--- config.mk ---
export PLATFORM = sky130hd
export DESIGN_NAME = ring_counter_monitor
export DESIGN_NICKNAME = d
export VERILOG_FILES = /design/src/rtl/ring_pkg.sv /design/src/rtl/ring_counter_monitor_onehot_to_index.sv /design/src/rtl/ring_counter_monitor.sv
export SDC_FILE = /design/constraint.sdc
export NUM_CORES = 1
export LEC_CHECK = 0
export BUFFER_PORTS_ARGS = -buffer_cell sky130_fd_sc_hd__buf_4
export CORE_UTILIZATION = 48
export DETAILED_ROUTE_END_ITERATION = 10
export GPL_TIMING_DRIVEN = 0
export MAX_ROUTING_LAYER = met4
export PLACE_DENSITY = 0.83
export SLEW_MARGIN = 15
export SYNTH_ARGS = -nofsm -noshare
export SYNTH_HDL_FRONTEND = slang
export SYNTH_HIERARCHICAL = 1
export SYNTH_SLANG_ARGS = --single-unit
--- constraint.sdc ---
create_clock -name clk -period 2.1 [get_ports clk]
set_clock_uncertainty 0.2 [all_clocks]
set_input_delay 0.315 -clock clk [delete_from_list [all_inputs] [get_ports clk]]
set_output_delay 0.315 -clock clk [all_outputs]
set_load 0.01 [all_outputs]
--- src/rtl/ring_pkg.sv ---
// Shared types and helpers for one-hot ring counter producers and consumers.
package ring_pkg;

    localparam int unsigned MAX_N = 64;

    typedef enum logic [1:0] {HUNT, TRACK, LOCKED} mon_state_t;

    function automatic logic is_onehot(input logic [MAX_N-1:0] vector);
        return $countones(vector) == 1;
    endfunction

    // Wrapping step of a ring position: dir=0 moves up, dir=1 moves down.
    function automatic int unsigned next_idx(input int unsigned idx, input logic dir,
                                             input int unsigned n);
        if (dir)
            return (idx + n - 1) % n;
        else
            return (idx + 1) % n;
    endfunction

endpackage

--- src/rtl/ring_counter_monitor_onehot_to_index.sv ---
// Combinational one-hot decoder: reports the set-bit position and whether exactly one bit is set.
module onehot_to_index
    import ring_pkg::*;
#(
    parameter int unsigned N = 4,
    localparam int unsigned IDX_W = (N > 1) ? $clog2(N) : 1
) (
    input  logic [N-1:0]     ring_in,
    output logic [IDX_W-1:0] idx,
    output logic             legal
);

    assign legal = is_onehot(MAX_N'(ring_in));

    // Highest set bit wins; the result only matters when legal is high.
    always_comb begin
        idx = '0;
        for (int i = 0; i < int'(N); i++) begin
            if (ring_in[i])
                idx = IDX_W'(i);
        end
    end

endmodule

--- src/rtl/ring_counter_monitor.sv ---
// Ring counter monitor: decodes a one-hot ring vector, tracks its advance and reports lock and errors.
module ring_counter_monitor
    import ring_pkg::*;
#(
    parameter int unsigned N         = 4,
    parameter int unsigned LOCK_CNT  = 2,
    parameter int unsigned ERR_CNT_W = 8,
    localparam int unsigned IDX_W    = (N > 1) ? $clog2(N) : 1
) (
    input  logic                 clk,
    input  logic                 rst_n,
    input  logic                 en,
    input  logic [N-1:0]         ring_in,
    input  logic                 dir,
    input  logic                 clear_cnt,
    output logic [IDX_W-1:0]     idx,
    output logic                 idx_valid,
    output logic                 locked,
    output logic                 onehot_err,
    output logic                 seq_err,
    output logic [ERR_CNT_W-1:0] err_count
);

    localparam int unsigned CNT_W = $clog2(LOCK_CNT + 1);

    mon_state_t           state_reg;
    logic [CNT_W-1:0]     match_reg;
    logic [IDX_W-1:0]     idx_reg;
    logic                 idx_valid_reg;
    logic                 locked_reg;
    logic                 onehot_err_reg;
    logic                 seq_err_reg;
    logic [ERR_CNT_W-1:0] err_count_reg;

    logic [IDX_W-1:0] dec_idx;
    logic             dec_legal;
    logic [IDX_W-1:0] exp_idx;
    logic             idx_match;
    logic             lock_reached;
    logic             onehot_event;
    logic             seq_event;

    onehot_to_index #(.N(N)) u_decode (
        .ring_in (ring_in),
        .idx     (dec_idx),
        .legal   (dec_legal)
    );

    assign exp_idx      = IDX_W'(next_idx(32'(idx_reg), dir, N));
    assign idx_match    = (dec_idx == exp_idx);
    assign lock_reached = (32'(match_reg) + 32'd1) >= LOCK_CNT;
    assign onehot_event = en & ~dec_legal;
    assign seq_event    = en & dec_legal & (state_reg == LOCKED) & ~idx_match;

    always_ff @(posedge clk or negedge rst_n) begin
        if (!rst_n) begin
            state_reg      <= HUNT;
            match_reg      <= '0;
            idx_reg        <= '0;
            idx_valid_reg  <= 1'b0;
            locked_reg     <= 1'b0;
            onehot_err_reg <= 1'b0;
            seq_err_reg    <= 1'b0;
            err_count_reg  <= '0;
        end else begin
            onehot_err_reg <= onehot_event;
            seq_err_reg    <= seq_event;

            // Clear wins over a same-cycle error; the pulse itself is unaffected.
            if (clear_cnt)
                err_count_reg <= '0;
            else if ((onehot_event | seq_event) && (err_count_reg != '1))
                err_count_reg <= err_count_reg + 1'b1;

            if (en) begin
                idx_valid_reg <= dec_legal;
                if (!dec_legal) begin
                    state_reg  <= HUNT;
                    match_reg  <= '0;
                    locked_reg <= 1'b0;
                end else begin
                    idx_reg <= dec_idx;
                    case (state_reg)
                        HUNT: begin
                            state_reg <= TRACK;
                            match_reg <= '0;
                        end
                        TRACK: begin
                            if (idx_match) begin
                                match_reg <= match_reg + 1'b1;
                                if (lock_reached) begin
                                    state_reg  <= LOCKED;
                                    locked_reg <= 1'b1;
                                end
                            end else begin
                                match_reg <= '0;
                            end
                        end
                        LOCKED: begin
                            if (!idx_match) begin
                                state_reg  <= TRACK;
                                match_reg  <= '0;
                                locked_reg <= 1'b0;
                            end
                        end
                        default: state_reg <= HUNT;
                    endcase
                end
            end
        end
    end

    assign idx        = idx_reg;
    assign idx_valid  = idx_valid_reg;
    assign locked     = locked_reg;
    assign onehot_err = onehot_err_reg;
    assign seq_err    = seq_err_reg;
    assign err_count  = err_count_reg;

endmodule

==> results.sh, run 1 <==
export IMPL_run_status="finished with violations"
export IMPL_violated_checks="negative setup slack"
export IMPL_critPathCapture="err_count[5]"
export IMPL_synth_main_ff_cell="sky130_fd_sc_hd__dfrtp_1"
export IMPL_post_synthesis_share_of_cell_area_spent_on_and_or_nand_and_nor_gates_pct=19.2
export IMPL_ant_nets=0
export IMPL_numClockSinks=18
export IMPL_critPathCaptureType="flop"
export IMPL_rr_worst_depth=5
export IMPL_final_max_slew_viol_count=0
export IMPL_finalSetupViolations=13
export IMPL_final_min_clock_period_ns=2.29
export IMPL_area_growth_syn_to_layout_pct=39.6
export IMPL_pwr_density_cell_nw_per_um2=658
export IMPL_share_of_cell_area_taken_by_muxes_after_synthesis_pct=7.23
export IMPL_antenna_found_initial=0
export IMPL_synth_edf_count=0
export IMPL_route_detailed_drc=0
export IMPL_first_drt_iteration_drcs=19
export IMPL_crit_start="ring_in[0]"
export IMPL_h_tree_depth=1
export IMPL_chipWidth_um=49.3
export IMPL_postRouteWirelength_um=2440
export IMPL_drt_pass1_iter_count=4
export IMPL_num_nets_final=158
export IMPL_root_buffer="sky130_fd_sc_hd__clkbuf_4"
export IMPL_cell_accounting_for_the_most_synthesized_area="sky130_fd_sc_hd__dfrtp_1"
export IMPL_gr_total_overflow=0
export IMPL_routed_via_count=916
export IMPL_cp_data_required_time_ns=2.09
export IMPL_synth_area_top_cells="sky130_fd_sc_hd__dfrtp_1 42%, sky130_fd_sc_hd__ha_1 4.7%, sky130_fd_sc_hd__inv_1 4.2%"
export IMPL_clock_tree_from_tritoncts="built"
export IMPL_grtUsageTotal_pct=22.9
export IMPL_gr_usage_met1_pct=26.3
export IMPL_path_clk_slew_ns=0.09
export IMPL_synth_yosys_warnings=6
export IMPL_use_met2_pct=39.3
export IMPL_detail_route_vias_per_cell=5.42
export IMPL_synth_area_um2=1070
export IMPL_yosysUniqueCellTypes=37
export IMPL_timing_reg2reg_setup_slack_ns=-0.04
export IMPL_hold_viol_final=0
export IMPL_worst_slew_pin_slew_ns=0.678
export IMPL_cp_max_fo=4
export IMPL_core_region_area_um2=2020
export IMPL_drive_gt1_share_pct=43.0
export IMPL_timing_final_ws_setup_ns=-0.190
export IMPL_power_uw=987
export IMPL_global_route_usage_met3_pct=4.05
export IMPL_synth_compound_gate_area_share_pct=15.7
export IMPL_row_count=16
export IMPL_initial_core_util_pct=53.1
export IMPL_hpwlAfterDp_um=1710
export IMPL_grt_pass1_vias=925
export IMPL_gp_routability_congestion=0.737
export IMPL_total_leakage_power_uw=0.000701
export IMPL_largest_reg_flops=8
export IMPL_pin_count_of_the_biggest_net_entering_global_routing=19
export IMPL_post_layout_nonfiller_instances=169
export IMPL_post_synth_cell_area_avg_um2=9.67
export IMPL_arrival_ns=2.28
export IMPL_io_pins=23
export IMPL_timing_fmax_mhz=437
export IMPL_total_nets_after_synthesis=125
export IMPL_hold_path_cell_count=3
export IMPL_yosys_area_top_type_share_pct=42.0
export IMPL_timing_critical_path_from_type="input pin"
export IMPL_ir_drop_mv=0.466
export IMPL_avgRoutedWirePerCell_um=14.4
export IMPL_synth_top_family_by_area="simple AND/OR/NAND/NOR gates"
export IMPL_synth_yosys_seq_area_share_pct=42.0
export IMPL_grt_setup_unrepaired="yes"
export IMPL_relSlewSlack_pct=54.8
export IMPL_worst_setup_path_type="input pin to flop"
export IMPL_maxCapViolCount=0
export IMPL_worstReg2RegEnd="err_count[5]"
export IMPL_die_h_um=49.3
export IMPL_synth_async_reset_ratio_pct=100
export IMPL_finalCritPeriodShare_pct=109
export IMPL_yosys_area_share_xor_xnor_pct=3.03
export IMPL_synth_seq_cells=18
export IMPL_post_synth_fa_ha_maj_area_fraction_pct=6.53
export IMPL_diodes=0
export IMPL_numCtsBuffers=3
export IMPL_floorplan_die_area_um2=2430
export IMPL_port_buffers=22
export IMPL_grt_pass1_wl_um=4040
export IMPL_timing_hold_worst_class="input pin to flop"
export IMPL_clock_path_buffers=2
export IMPL_place_detailed_instances=160
export IMPL_regToRegStartpoint="idx[1]"
export IMPL_synthesis_instances=111
export IMPL_globalRoute_busiestLayer="met2"
export IMPL_worst_skew_pair_later_pin_latency_ns=0.29
per-stage QoR:
| step | instance area, µm² | hold WS [ns] | TNS (ns) | worst slack, ns | util [%] |
|---|---|---|---|---|---|
| floorplan | 1120 | -0.181 | -3.96 | -0.466 | - |
| global placement | 1320 | -0.00271 | -7.58 | -0.685 | 65.3 |
| detailed placement | 1320 | -0.00452 | -8.89 | -0.780 | 65.3 |
| CTS | 1430 | 0.193 | -2.29 | -0.276 | 70.9 |
| global route | 1500 | 0.205 | -2.66 | -0.251 | 74.1 |
| finish | 1500 | 0.204 | -1.78 | -0.190 | 74.1 |
per-layer routing:
layer	vias to the layer above	wire length, µm
met5	-	0
met4	0	48
met3	4	70
met2	17	1270
met1	439	1050
li1	456	-
synthesized netlist by cell type, types with 3 or more instances:
master,number
sky130_fd_sc_hd__dfrtp_1,18
sky130_fd_sc_hd__inv_1,12
sky130_fd_sc_hd__nor2_1,7
sky130_fd_sc_hd__nand2_1,6
sky130_fd_sc_hd__nand3_1,6
sky130_fd_sc_hd__a21oi_1,5
sky130_fd_sc_hd__nor2b_1,5
sky130_fd_sc_hd__ha_1,4
sky130_fd_sc_hd__mux2_2,4
sky130_fd_sc_hd__nand2b_1,4
sky130_fd_sc_hd__nand4_1,4
sky130_fd_sc_hd__o21ai_0,4
sky130_fd_sc_hd__a21o_1,3
sky130_fd_sc_hd__clkbuf_1,3
cell families after synthesis:
family	after synthesis
AND/OR/NAND/NOR	39
AO/OA/AOI/OAI	25
flip-flops	18
buffers and inverters	16
multiplexers	6
adder cells (fa/ha/maj)	5
XOR/XNOR	2
worst max-delay path, stage by stage:
cell	delay, ns
sky130_fd_sc_hd__buf_6	0.07
sky130_fd_sc_hd__inv_2	0.03
sky130_fd_sc_hd__fa_1	0.52
sky130_fd_sc_hd__inv_1	0.05
sky130_fd_sc_hd__ha_2	0.18
sky130_fd_sc_hd__ha_4	0.22
sky130_fd_sc_hd__nor3b_4	0.22
sky130_fd_sc_hd__nor2b_4	0.07
sky130_fd_sc_hd__o21ai_2	0.08
sky130_fd_sc_hd__o21ai_4	0.10
sky130_fd_sc_hd__nand4_1	0.12
sky130_fd_sc_hd__mux2_4	0.31
cell usage in the layout (no fill, tap or decap), types with 2 or more instances in the layout:
master                      n
sky130_fd_sc_hd__a21o_1     3
sky130_fd_sc_hd__a21oi_1    3
sky130_fd_sc_hd__a21oi_2    3
sky130_fd_sc_hd__and3_1     2
sky130_fd_sc_hd__buf_4     24
sky130_fd_sc_hd__buf_6      4
sky130_fd_sc_hd__clkbuf_1   2
sky130_fd_sc_hd__clkbuf_4   3
sky130_fd_sc_hd__dfrtp_1   18
sky130_fd_sc_hd__ha_1       2
sky130_fd_sc_hd__inv_1      9
sky130_fd_sc_hd__inv_2      2
sky130_fd_sc_hd__mux2_4     3
sky130_fd_sc_hd__nand2_1    4
sky130_fd_sc_hd__nand2_4    2
sky130_fd_sc_hd__nand2b_1   4
sky130_fd_sc_hd__nand3_1    5
sky130_fd_sc_hd__nand4_1    4
sky130_fd_sc_hd__nor2_1     7
sky130_fd_sc_hd__nor2b_1    4
sky130_fd_sc_hd__o211ai_1   2
sky130_fd_sc_hd__o21ai_2    3
cell type report:
type                       instances  area, µm²
clock buffer                       3       22.5
tap                               27       33.8
fill                             134        523
sequential                        18        450
multi-input combinational         77        682
buffer                             3       18.8
timing repair buffer              29        239
inverter                          12       52.6
how the worst min path moves through the flow:
stage | start | end | slack, ns
2_1_floorplan | rst_n | err_count[0] | -0.18
4_1_cts | en | onehot_err | 0.19
3_5_place_dp | rst_n | idx[1] | -0.005
3_3_place_gp | rst_n | idx[1] | -0.003
6_report | ring_in[3] | idx[1] | 0.20
5_1_grt | ring_in[3] | idx[1] | 0.21
power breakdown:
group | internal [µW] | switching, µW
combinational | 213 | 184
sequential | 382 | 36.8
clock | 66.9 | 104
total | 662 | 325
timing repair:
item                                    in CTS  in global routing
endpoints found under the setup margin      11                 17
endpoints found under the hold margin       18                  0
pin swaps                                    8                  3
hold buffers                                 1                  0
gates cloned                                 1                  0
setup buffers                                2                  3
resized for setup                           14                 14
No activity file was read; power rests on OpenSTA's default activity.
==> run 2: changes to the inputs <==
ABC_AREA = 1   (was not set)
TNS_END_PERCENT = 10   (was not set)
==> results.sh, run 2 <==
export IMPL_grt_setup_unrepaired="yes"
export IMPL_multi_input_area_um2=678
export IMPL_post_synthesis_share_of_cell_area_spent_on_and_or_nand_and_nor_gates_pct=37.0
export IMPL_run_status="finished with violations"
export IMPL_maxCapViolCount=0
export IMPL_cell_accounting_for_the_most_synthesized_area="sky130_fd_sc_hd__dfrtp_1"
export IMPL_synth_compound_gate_area_share_pct=5.86
export IMPL_sequential_area_um2=450
export IMPL_place_detailed_instances=200
export IMPL_p_comb_share_pct=35.8
export IMPL_chipWidth_um=51.0
export IMPL_hpwlAfterDp_um=1850
export IMPL_post_synth_fa_ha_maj_area_fraction_pct=6.08
export IMPL_cp_max_fo=5
export IMPL_postRouteWirelength_um=2700
export IMPL_clock_path_buffers=2
export IMPL_share_of_cell_area_taken_by_muxes_after_synthesis_pct=0
export IMPL_timing_hold_worst_class="input pin to flop"
export IMPL_h_tree_depth=1
export IMPL_diodes=0
export IMPL_synth_edf_count=0
export IMPL_worstReg2RegEnd="err_count[4]"
export IMPL_post_layout_nonfiller_instances=211
export IMPL_route_detailed_drc=0
export IMPL_cellInternalPower_uw=640
export IMPL_post_synth_top_count_cell="sky130_fd_sc_hd__nand2_1"
export IMPL_gr_total_overflow=0
export IMPL_grt_pass1_vias=1071
export IMPL_final_max_slew_viol_count=0
export IMPL_num_nets_final=198
export IMPL_ant_nets=0
export IMPL_drive_gt1_share_pct=36.1
export IMPL_worst_slew_pin_slew_ns=0.283
export IMPL_cp_data_required_time_ns=2.13
export IMPL_synth_yosys_warnings=6
export IMPL_arrival_ns=2.35
export IMPL_hold_path_end="idx_valid"
export IMPL_power_uw=992
export IMPL_initial_core_util_pct=51.6
export IMPL_violated_checks="negative setup slack"
export IMPL_dpl_cell_area_um2=1360
export IMPL_avgRoutedWirePerCell_um=12.8
export IMPL_numCtsBuffers=3
export IMPL_finalSetupViolations=13
export IMPL_regToRegStartpoint="err_count[0]"
export IMPL_pin_count_of_the_biggest_net_entering_global_routing=19
export IMPL_detail_route_vias_per_cell=5.27
export IMPL_slowest_cell_on_the_critical_path="sky130_fd_sc_hd__fa_1"
export IMPL_worst_hold_startpoint="en"
export IMPL_hold_viol_final=0
export IMPL_path_clk_slew_ns=0.10
export IMPL_worst_setup_path_type="input pin to flop"
export IMPL_netSwitchingFraction_pct=35.5
export IMPL_synthesis_instances=150
export IMPL_design_area_um2=1530
export IMPL_root_buffer="sky130_fd_sc_hd__clkbuf_4"
export IMPL_share_seq_of_total_power_pct=43.4
export IMPL_port_buffers=22
export IMPL_clock_power_share_pct=20.8
export IMPL_netSwitchingPower_uw=352
export IMPL_numClockSinks=18
export IMPL_critPathCaptureType="flop"
export IMPL_io_pins=23
export IMPL_timing_final_ws_setup_ns=-0.225
export IMPL_pwr_density_cell_nw_per_um2=647
export IMPL_total_nets_after_synthesis=164
export IMPL_ir_drop_mv=0.489
export IMPL_synth_area_um2=1150
export IMPL_fillerInstances=171
export IMPL_row_count=17
export IMPL_critical_path_max_stage_delay_ns=0.52
export IMPL_synthTopCellsByCount="44 x sky130_fd_sc_hd__nand2_1, 24 x sky130_fd_sc_hd__inv_1, 18 x sky130_fd_sc_hd__dfrtp_1, 16 x sky130_fd_sc_hd__nand3_1, 10 x sky130_fd_sc_hd__nor2_1"
export IMPL_rr_worst_depth=7
export IMPL_floorplan_die_area_um2=2600
export IMPL_relSlewSlack_pct=81.0
export IMPL_area_growth_syn_to_layout_pct=33.1
export IMPL_antenna_found_initial=0
export IMPL_critical_path_top_delay_family="adder cells"
export IMPL_dp_slack_ns=-0.656
export IMPL_largest_reg_flops=8
export IMPL_timing_reg2reg_setup_slack_ns=0.20
export IMPL_clock_tree_from_tritoncts="built"
export IMPL_crit_chain="buf_6 -> inv_2 -> fa_1 -> inv_1 -> ha_2 -> ha_4 -> inv_2 -> nand2_2 -> nor2_4 -> nand3_2 -> o21bai_4 -> buf_6 -> nand4_1 -> nand2_2"
export IMPL_final_min_clock_period_ns=2.32
export IMPL_synth_async_reset_ratio_pct=100
export IMPL_grt_pass1_wl_um=4590
export IMPL_yosysUniqueCellTypes=21
export IMPL_synth_yosys_seq_area_share_pct=39.1
export IMPL_post_synth_cell_area_avg_um2=7.68
export IMPL_synth_top_family_by_area="simple AND/OR/NAND/NOR gates"
export IMPL_core_region_area_um2=2230
export IMPL_most_common_layout_cells="41 x sky130_fd_sc_hd__nand2_1, 25 x sky130_fd_sc_hd__buf_4, 21 x sky130_fd_sc_hd__inv_1"
export IMPL_timing_fmax_mhz=430
export IMPL_drt_pass1_iter_count=4
export IMPL_layout_commonest_cell="sky130_fd_sc_hd__nand2_1"
export IMPL_yosys_area_top_type_share_pct=39.1
export IMPL_die_h_um=51.0
export IMPL_total_leakage_power_uw=0.000825
export IMPL_synth_seq_cells=18
export IMPL_synth_area_top_cells="sky130_fd_sc_hd__dfrtp_1 39%, sky130_fd_sc_hd__nand2_1 14%, sky130_fd_sc_hd__inv_1 7.8%"
export IMPL_worst_skew_pair_later_pin_latency_ns=0.29
export IMPL_first_drt_iteration_drcs=20
export IMPL_synth_main_ff_cell="sky130_fd_sc_hd__dfrtp_1"
export IMPL_hold_path_cell_count=3
export IMPL_yosys_area_share_xor_xnor_pct=3.04
export IMPL_timing_critical_path_from_type="input pin"
export IMPL_routed_via_count=1113
export IMPL_gp_routability_congestion=0.840
export IMPL_crit_buf_inv=5
export IMPL_finalCritPeriodShare_pct=111
export IMPL_grtUsageTotal_pct=24.1
## run 2: cell types whose count changed after synthesis, moves of 5 or more
| cell | before | now |
|---|---|---|
| sky130_fd_sc_hd__a21oi_1 | 5 | 0 |
| sky130_fd_sc_hd__inv_1 | 12 | 24 |
| sky130_fd_sc_hd__nand2_1 | 6 | 44 |
| sky130_fd_sc_hd__nand3_1 | 6 | 16 |
| sky130_fd_sc_hd__nand4_1 | 4 | 9 |
| sky130_fd_sc_hd__nor2b_1 | 5 | 0 |
## run 2: metrics by stage
stage	hold slack, ns	util [%]	TNS (ns)
floorplan	-0.181	-	-4.33
global placement	-0.00846	61.0	-7.71
detailed placement	-0.00693	61.0	-8.77
CTS	0.135	68.0	-1.87
global route	0.146	68.7	-2.95
finish	0.152	68.7	-1.65
## run 2: power by group through the flow
| stage | combinational (µW) | clock, µW | sequential [µW] |
|---|---|---|---|
| after global routing | 391 | 230 | 438 |
| after floorplan | 180 | 0 | 441 |
| after global placement | 286 | 0 | 430 |
| after detailed placement | 303 | 0 | 435 |
| final | 355 | 207 | 430 |
| after CTS | 349 | 212 | 429 |
## run 2: layout make-up
class / instances / share of cell area [%]
multi-input combinational: 105 / 44.2
clock buffer: 4 / 2.37
timing repair buffer: 29 / 15.1
sequential: 18 / 29.4
tap: 28 / 2.28
buffer: 1 / 0.326
inverter: 26 / 6.36
## run 2: worst max path at each step
| stage | end | start | slack [ns] | cells after the start |
|---|---|---|---|---|
| after floorplan | err_count[6] | ring_in[0] | -0.35 | 13 |
| after global placement | match_reg[0] | ring_in[0] | -0.58 | 14 |
| after detailed placement | match_reg[0] | ring_in[0] | -0.66 | 14 |
| after CTS | err_count[6] | ring_in[1] | -0.19 | 14 |
| after global routing | err_count[4] | ring_in[1] | -0.29 | 14 |
| final | err_count[4] | ring_in[1] | -0.22 | 14 |
## run 2: logic make-up (layout without fill, tap and decap cells)
logic type               count (synthesis)  in the layout
AND/OR/NAND/NOR                         88             88
AO/OA/AOI/OAI                            8              8
XOR/XNOR                                 4              4
buffers and inverters                   27             60
flip-flops                              18             18
adder cells (fa/ha/maj)                  5              5
## run 2: routing by layer
layer	vias to the layer above	track usage (%)	part of all wire, %
li1	549	-	-
met1	519	29.3	41
met2	37	38.6	53
met3	8	5.95	5.1
met4	0	9.26	1.5
met5	-	-	0
## run 2: repair_timing
| item | 4_1_cts | 5_1_grt |
|---|---|---|
| hold endpoints to repair | 18 | 0 |
| setup endpoints to repair | 13 | 13 |
| setup buffers | 5 | 1 |
| hold buffers | 1 | 0 |
| gates resized for setup | 19 | 3 |
| pin swaps | 9 | 5 |
## run 2: worst reg2reg max path: cells and delay by family (launching register included)
kind	cells	cell delay (ns)
DFF	1	0.43
adders and majority gates	1	0.20
and+or+nand+nor	6	1.03
